[src/rtl/operand_bypass_unit_pkg.sv]
// bypass_pkg: tag entry type and stage constants shared by the operand bypass unit
package bypass_pkg;
   localparam int MAX_AW = 8;
   localparam logic [MAX_AW-1:0] REG_ZERO = '0;
   localparam int STG_EXMEM = 0;
   localparam int STG_MEMWB = 1;
   typedef struct packed {
      logic              valid;
      logic              we;
      logic              is_load;
      logic [MAX_AW-1:0] addr;
   } tag_t;
endpackage

[src/rtl/operand_bypass_unit_if.sv]
// operand_bypass_unit_if: decode/EX bus of the bypass unit
// FWD_STATS_EN adds the stall and forward statistic counters
interface operand_bypass_unit_if #(
   parameter int DATA_W  = 32,
   parameter int REG_AW  = 5,
   parameter int NUM_SRC = 2,
   parameter int DEPTH   = 2
);
   logic                      flush;
   logic                      id_valid;
   logic [NUM_SRC*REG_AW-1:0] id_src_addr;
   logic [NUM_SRC*DATA_W-1:0] id_src_data;
   logic [DATA_W-1:0]         id_imm;
   logic                      id_alusrc;
   logic [REG_AW-1:0]         id_dst_addr;
   logic                      id_dst_we;
   logic                      id_is_load;
   logic [DEPTH*DATA_W-1:0]   stage_wdata;
   logic                      stall;
   logic                      ex_valid;
   logic [NUM_SRC*DATA_W-1:0] ex_op;
`ifdef FWD_STATS_EN
   logic [31:0]               stat_stall_cnt;
   logic [31:0]               stat_fwd_cnt;
`endif
   modport master (
      output flush, id_valid, id_src_addr, id_src_data, id_imm, id_alusrc,
             id_dst_addr, id_dst_we, id_is_load, stage_wdata,
      input  stall, ex_valid, ex_op
`ifdef FWD_STATS_EN
      , input stat_stall_cnt, stat_fwd_cnt
`endif
   );
   modport slave (
      input  flush, id_valid, id_src_addr, id_src_data, id_imm, id_alusrc,
             id_dst_addr, id_dst_we, id_is_load, stage_wdata,
      output stall, ex_valid, ex_op
`ifdef FWD_STATS_EN
      , output stat_stall_cnt, stat_fwd_cnt
`endif
   );
endinterface

[src/rtl/operand_bypass_unit_src_sel.sv]
// bypass_src_sel: youngest-match forwarding mux and load-use hazard flag for one source operand
module bypass_src_sel
   import bypass_pkg::*;
#(
   parameter int DATA_W     = 32,
   parameter int REG_AW     = 5,
   parameter int DEPTH      = 2,
   parameter int LOAD_STAGE = 1,
   parameter bit IS_LAST    = 1'b0
) (
   input  tag_t [DEPTH-1:0]        i_tags,
   input  logic [REG_AW-1:0]       i_src_addr,
   input  logic [DATA_W-1:0]       i_src_data,
   input  logic [DATA_W-1:0]       i_imm,
   input  logic                    i_alusrc,
   input  logic [DEPTH*DATA_W-1:0] i_stage_wdata,
   output logic [DATA_W-1:0]       o_data,
   output logic                    o_hazard,
   output logic                    o_fwd
);
   logic              w_hit;
   logic              w_ld;
   logic              w_imm;
   logic [DATA_W-1:0] w_sel;
   // oldest-to-youngest scan so the youngest match overwrites
   always_comb begin
      w_hit = 1'b0;
      w_ld  = 1'b0;
      w_sel = '0;
      for (int i = DEPTH-1; i >= 0; i--)
         if (i_tags[i].valid && i_tags[i].we && i_tags[i].addr == MAX_AW'(i_src_addr) &&
             MAX_AW'(i_src_addr) != REG_ZERO) begin
            w_hit = 1'b1;
            w_ld  = i_tags[i].is_load && (i < LOAD_STAGE);
            w_sel = i_stage_wdata[i*DATA_W +: DATA_W];
         end
   end
   assign w_imm    = IS_LAST && i_alusrc;
   assign o_data   = w_imm ? i_imm : w_hit ? w_sel : i_src_data;
   assign o_hazard = ~w_imm & w_ld;
   assign o_fwd    = ~w_imm & w_hit;
endmodule

[src/rtl/operand_bypass_unit.sv]
// operand_bypass_unit: ID->EX tag pipe, operand forwarding, load-use stall and EX operand register
// FWD_STATS_EN adds saturating stall-cycle and forwarded-instruction counters
module operand_bypass_unit
   import bypass_pkg::*;
#(
   parameter int DATA_W     = 32,
   parameter int REG_AW     = 5,
   parameter int NUM_SRC    = 2,
   parameter int DEPTH      = 2,
   parameter int LOAD_STAGE = 1
) (
   input logic                  clk,
   input logic                  rst_n,
   operand_bypass_unit_if.slave bus
);
   tag_t [DEPTH-1:0]          r_tags;
   logic                      r_ex_valid;
   logic [NUM_SRC*DATA_W-1:0] r_ex_op;
   logic [NUM_SRC*DATA_W-1:0] w_op;
   logic [NUM_SRC-1:0]        w_haz;
   logic [NUM_SRC-1:0]        w_fwd;
   logic                      w_stall;
   logic                      w_acc;
   genvar s;
   generate
      for (s = 0; s < NUM_SRC; s++) begin : g_src
         bypass_src_sel #(
            .DATA_W(DATA_W), .REG_AW(REG_AW), .DEPTH(DEPTH),
            .LOAD_STAGE(LOAD_STAGE), .IS_LAST(s == NUM_SRC-1)
         ) u_sel (
            .i_tags        (r_tags),
            .i_src_addr    (bus.id_src_addr[s*REG_AW +: REG_AW]),
            .i_src_data    (bus.id_src_data[s*DATA_W +: DATA_W]),
            .i_imm         (bus.id_imm),
            .i_alusrc      (bus.id_alusrc),
            .i_stage_wdata (bus.stage_wdata),
            .o_data        (w_op[s*DATA_W +: DATA_W]),
            .o_hazard      (w_haz[s]),
            .o_fwd         (w_fwd[s])
         );
      end
   endgenerate
   assign w_stall      = bus.id_valid & |w_haz;
   assign w_acc        = bus.id_valid & ~w_stall & ~bus.flush;
   assign bus.stall    = w_stall;
   assign bus.ex_valid = r_ex_valid;
   assign bus.ex_op    = r_ex_op;
   // stall and flush both leave a bubble in entry 0
   always_ff @(posedge clk)
      if (!rst_n) begin
         r_tags     <= '0;
         r_ex_valid <= 1'b0;
         r_ex_op    <= '0;
      end else begin
         for (int i = DEPTH-1; i > 0; i--)
            r_tags[i] <= bus.flush ? '0 : r_tags[i-1];
         r_tags[STG_EXMEM] <= w_acc ? tag_t'{valid: 1'b1, we: bus.id_dst_we,
                                             is_load: bus.id_is_load,
                                             addr: MAX_AW'(bus.id_dst_addr)} : '0;
         r_ex_valid <= w_acc;
         r_ex_op    <= w_acc ? w_op : '0;
      end
`ifdef FWD_STATS_EN
   logic [31:0] r_stall_cnt;
   logic [31:0] r_fwd_cnt;
   always_ff @(posedge clk)
      if (!rst_n) begin
         r_stall_cnt <= '0;
         r_fwd_cnt   <= '0;
      end else begin
         r_stall_cnt <= r_stall_cnt + 32'(w_stall && ~&r_stall_cnt);
         r_fwd_cnt   <= r_fwd_cnt + 32'(w_acc && |w_fwd && ~&r_fwd_cnt);
      end
   assign bus.stat_stall_cnt = r_stall_cnt;
   assign bus.stat_fwd_cnt   = r_fwd_cnt;
`else
   logic w_unused_fwd;
   assign w_unused_fwd = ^w_fwd;
`endif
endmodule

[src/flat_wrapper.sv]
// flat-port wrapper written by rule: the top's interface ports become plain ports
module operand_bypass_unit_flat import bypass_pkg::*;
#(
   parameter int DATA_W     = 32,
   parameter int REG_AW     = 5,
   parameter int NUM_SRC    = 2,
   parameter int DEPTH      = 2,
   parameter int LOAD_STAGE = 1
)
  (clk, rst_n, bus_flush, bus_id_valid, bus_id_src_addr, bus_id_src_data, bus_id_imm, bus_id_alusrc, bus_id_dst_addr, bus_id_dst_we, bus_id_is_load, bus_stage_wdata, bus_stall, bus_ex_valid, bus_ex_op);
  operand_bypass_unit_if #(.DATA_W(DATA_W), .REG_AW(REG_AW), .NUM_SRC(NUM_SRC), .DEPTH(DEPTH)) bus_i ();
  input logic clk;
  input logic rst_n;
  input wire logic [$bits(bus_i.flush)-1:0] bus_flush;
  input wire logic [$bits(bus_i.id_valid)-1:0] bus_id_valid;
  input wire logic [$bits(bus_i.id_src_addr)-1:0] bus_id_src_addr;
  input wire logic [$bits(bus_i.id_src_data)-1:0] bus_id_src_data;
  input wire logic [$bits(bus_i.id_imm)-1:0] bus_id_imm;
  input wire logic [$bits(bus_i.id_alusrc)-1:0] bus_id_alusrc;
  input wire logic [$bits(bus_i.id_dst_addr)-1:0] bus_id_dst_addr;
  input wire logic [$bits(bus_i.id_dst_we)-1:0] bus_id_dst_we;
  input wire logic [$bits(bus_i.id_is_load)-1:0] bus_id_is_load;
  input wire logic [$bits(bus_i.stage_wdata)-1:0] bus_stage_wdata;
  output wire logic [$bits(bus_i.stall)-1:0] bus_stall;
  output wire logic [$bits(bus_i.ex_valid)-1:0] bus_ex_valid;
  output wire logic [$bits(bus_i.ex_op)-1:0] bus_ex_op;
  assign bus_i.flush = bus_flush;
  assign bus_i.id_valid = bus_id_valid;
  assign bus_i.id_src_addr = bus_id_src_addr;
  assign bus_i.id_src_data = bus_id_src_data;
  assign bus_i.id_imm = bus_id_imm;
  assign bus_i.id_alusrc = bus_id_alusrc;
  assign bus_i.id_dst_addr = bus_id_dst_addr;
  assign bus_i.id_dst_we = bus_id_dst_we;
  assign bus_i.id_is_load = bus_id_is_load;
  assign bus_i.stage_wdata = bus_stage_wdata;
  assign bus_stall = bus_i.stall;
  assign bus_ex_valid = bus_i.ex_valid;
  assign bus_ex_op = bus_i.ex_op;
  operand_bypass_unit #(.DATA_W(DATA_W), .REG_AW(REG_AW), .NUM_SRC(NUM_SRC), .DEPTH(DEPTH), .LOAD_STAGE(LOAD_STAGE)) u_core (.clk(clk), .rst_n(rst_n), .bus(bus_i));
endmodule
[config.mk]
export PLATFORM = sky130hd
export DESIGN_NAME = operand_bypass_unit_flat
export DESIGN_NICKNAME = d
export VERILOG_FILES = /design/src/rtl/operand_bypass_unit_pkg.sv /design/src/rtl/operand_bypass_unit_if.sv /design/src/rtl/operand_bypass_unit_src_sel.sv /design/src/rtl/operand_bypass_unit.sv /design/src/flat_wrapper.sv
export SDC_FILE = /design/constraint.sdc
export NUM_CORES = 1
export LEC_CHECK = 0
export ABC_CLOCK_PERIOD_IN_PS = 4100
export CELL_PAD_IN_SITES_DETAIL_PLACEMENT = 1
export CELL_PAD_IN_SITES_GLOBAL_PLACEMENT = 1
export CORE_MARGIN = 8
export CORE_UTILIZATION = 33
export CTS_CLUSTER_DIAMETER = 150
export DETAILED_ROUTE_END_ITERATION = 8
export GPL_TIMING_DRIVEN = 0
export PLACE_DENSITY_LB_ADDON = 0.1
export SLEW_MARGIN = 40
export SYNTH_ARGS = -nofsm -noshare
export SYNTH_HDL_FRONTEND = slang
export SYNTH_HIERARCHICAL = 1
export SYNTH_SLANG_ARGS = --single-unit
export TNS_END_PERCENT = 10
[constraint.sdc]
create_clock -name clk -period 4.1 [get_ports clk]
set_input_delay 0.82 -clock clk [delete_from_list [all_inputs] [get_ports clk]]
set_output_delay 0.82 -clock clk [all_outputs]
set_load 0.005 [all_outputs]
==> results of run 1 <==
sequential cells by signal, indices dropped and copies added (netlist names):
signal and flops:
u_core/bus.ex_op 64, u_core/r_tags 15
metal layers:
metal	global-route usage (%)	routed length [um]
met2	38.0	10900
met3	7.48	1980
met4	6.39	354
met1	23.1	8560
met5	0	0
worst max-delay path, stage by stage:
cell	delay (ns)
clkdlybuf4s50_1	0.52
or4_4	0.59
nor2_4	0.16
nor4b_1	0.07
or2_1	0.22
buf_6	0.18
and2_2	0.20
clkdlybuf4s50_1	0.44
power breakdown:
part	total [mW]	leakage [nW]	internal [mW]	switching [mW]
clock	0.738	0.124	0.407	0.331
combinational	0.452	2.17	0.268	0.184
sequential	0.797	0.643	0.789	0.00835
total	1.99	2.93	1.46	0.524
cell type report:
class | count | area (sq um)
Clock buffer | 10 | 229
Buffer | 54 | 423
Fill cell | 1798 | 7420
Tap cell | 216 | 270
Inverter | 33 | 124
Multi-Input combinational cell | 404 | 3170
Timing Repair Buffer | 246 | 2460
Sequential cell | 79 | 1580
Clock inverter | 6 | 37.5
per-stage QoR:
stage	std cells	hold slack (ns)
6_report	1048	0.517
5_1_grt	1048	0.525
4_1_cts	1048	0.520
3_5_place_dp	1032	0.511
3_3_place_gp	1032	0.473
2_1_floorplan	570	0.452
how the worst min path moves through the flow:
stage	from	slack, ns	end
2_1_floorplan	u_core/r_tags[9]$_SDFF_PN0_	0.45	u_core/r_tags[20]$_SDFF_PP0_
3_3_place_gp	u_core/r_tags[9]$_SDFF_PN0_	0.47	u_core/r_tags[20]$_SDFF_PP0_
3_5_place_dp	u_core/r_tags[9]$_SDFF_PN0_	0.51	u_core/r_tags[20]$_SDFF_PP0_
4_1_cts	u_core/r_tags[9]$_SDFF_PN0_	0.52	u_core/r_tags[20]$_SDFF_PP0_
5_1_grt	u_core/r_tags[9]$_SDFF_PN0_	0.52	u_core/r_tags[20]$_SDFF_PP0_
6_report	u_core/r_tags[1]$_SDFF_PN0_	0.52	u_core/r_tags[12]$_SDFF_PP0_
==> metrics, run 1 <==
Setup TNS=0 ns; WS Path Type=primary input to primary output; violation count after the first detailed-route iteration=135; CTS Buf Count=9; Hold Crit Class=register to register; Pre-antenna DRT Iters=6; clk sink count=79; count of final setup violators=0; IO Port Bufs=246; Clock Pin Slew Worst Setup and Hold Paths=0.06 ns; antenna violation net count after detailed routing=0; CP Data Arrival Time=3.20 ns; Startpoint Class=primary input; largest net degree at the start of global routing=14; Hold Vio Cnt, Final=0; Synth Cell Area=5250 sq um; Core ar.=15,700 sq um; fin crit period=4.02 ns; CP Capture Type=primary output; Vias/cell=4.87; residual DRC count=0; gr usage total=21.3%; GR Overflow Total=0; skew final=0.00632 ns; chip height=142 um; Ys Warns=6; final net count=1,009; root buffer cell=clkbuf_16; r2r worst-path depth=8; GPL Wtd Cong=0.843; DP HPWL=17.8 mm; Final period util=98.0%; RSZ-0062 raised after global routing=no; fin util=52.8%; commonest cells after routing, fill and taps aside=246 x clkdlybuf4s50_1, 79 x dfxtp_1, 71 x nand2_1, 70 x nor3_2, 64 x mux2i_1; commonest non-fill, non-tap cell in the layout=clkdlybuf4s50_1; Die W=142 um; global-route wire length before repair=33.3 mm; crit path launch=bus_id_src_addr[2]; hold_buf cts=0; Initial Util=33.4%; PD cells=240 nW/um^2; boundary pin count=248; reg-to-reg endpoint=u_core/bus.ex_op[34]$_SDFF_PN0_; final setup margin=0.0812 ns; # diodes=0; DR vias=5,101; share of cells above drive strength 1=22.4%; status=completed; crit path to=bus_stall; Layout Cell Area excl Fill=8290 sq um; CTS tree=done; Mapped Cells=559; r2r startpoint=u_core/r_tags[21]$_SDFF_PP0_; syn_area_per_cell=9.40 sq um; Die ar.=20,200 sq um; Post-Place Worst Slack=0.0676 ns; worst-margin pin slew=0.766 ns; Worst-Skew Late Latency=0.34 ns; Max-Cap Viols=0; vias in the first global route=5,978; Core Rows=46; Wirelength per Cell=20.8 um; leakage=2.93 nW; placed cell area=8030 sq um; hold path cells=1; CP required=3.28 ns; CTS HTree Levels=3; overall routed net length=21.8 mm; Setup Buffers After CTS=0; maximum vdd drop=0.185 mV; Worst R2R Setup Slack=1.70 ns; max-slew violations=0; Fmax=249 MHz; # resized after CTS=0; CP max FO=10; CTS max path bufs=2; initial antenna violation count=0; relative slew slack=48.9%; Syn-to-layout area delta=57.9%; total power=1.99 mW
Power figures use the tool's default switching activity.
==> inputs of run 2 (changes only) <==
- CTS_CLUSTER_SIZE: not set -> 8
==> results of run 2 <==
The final DEF is identical to that of run 1; final timing and power are the same.
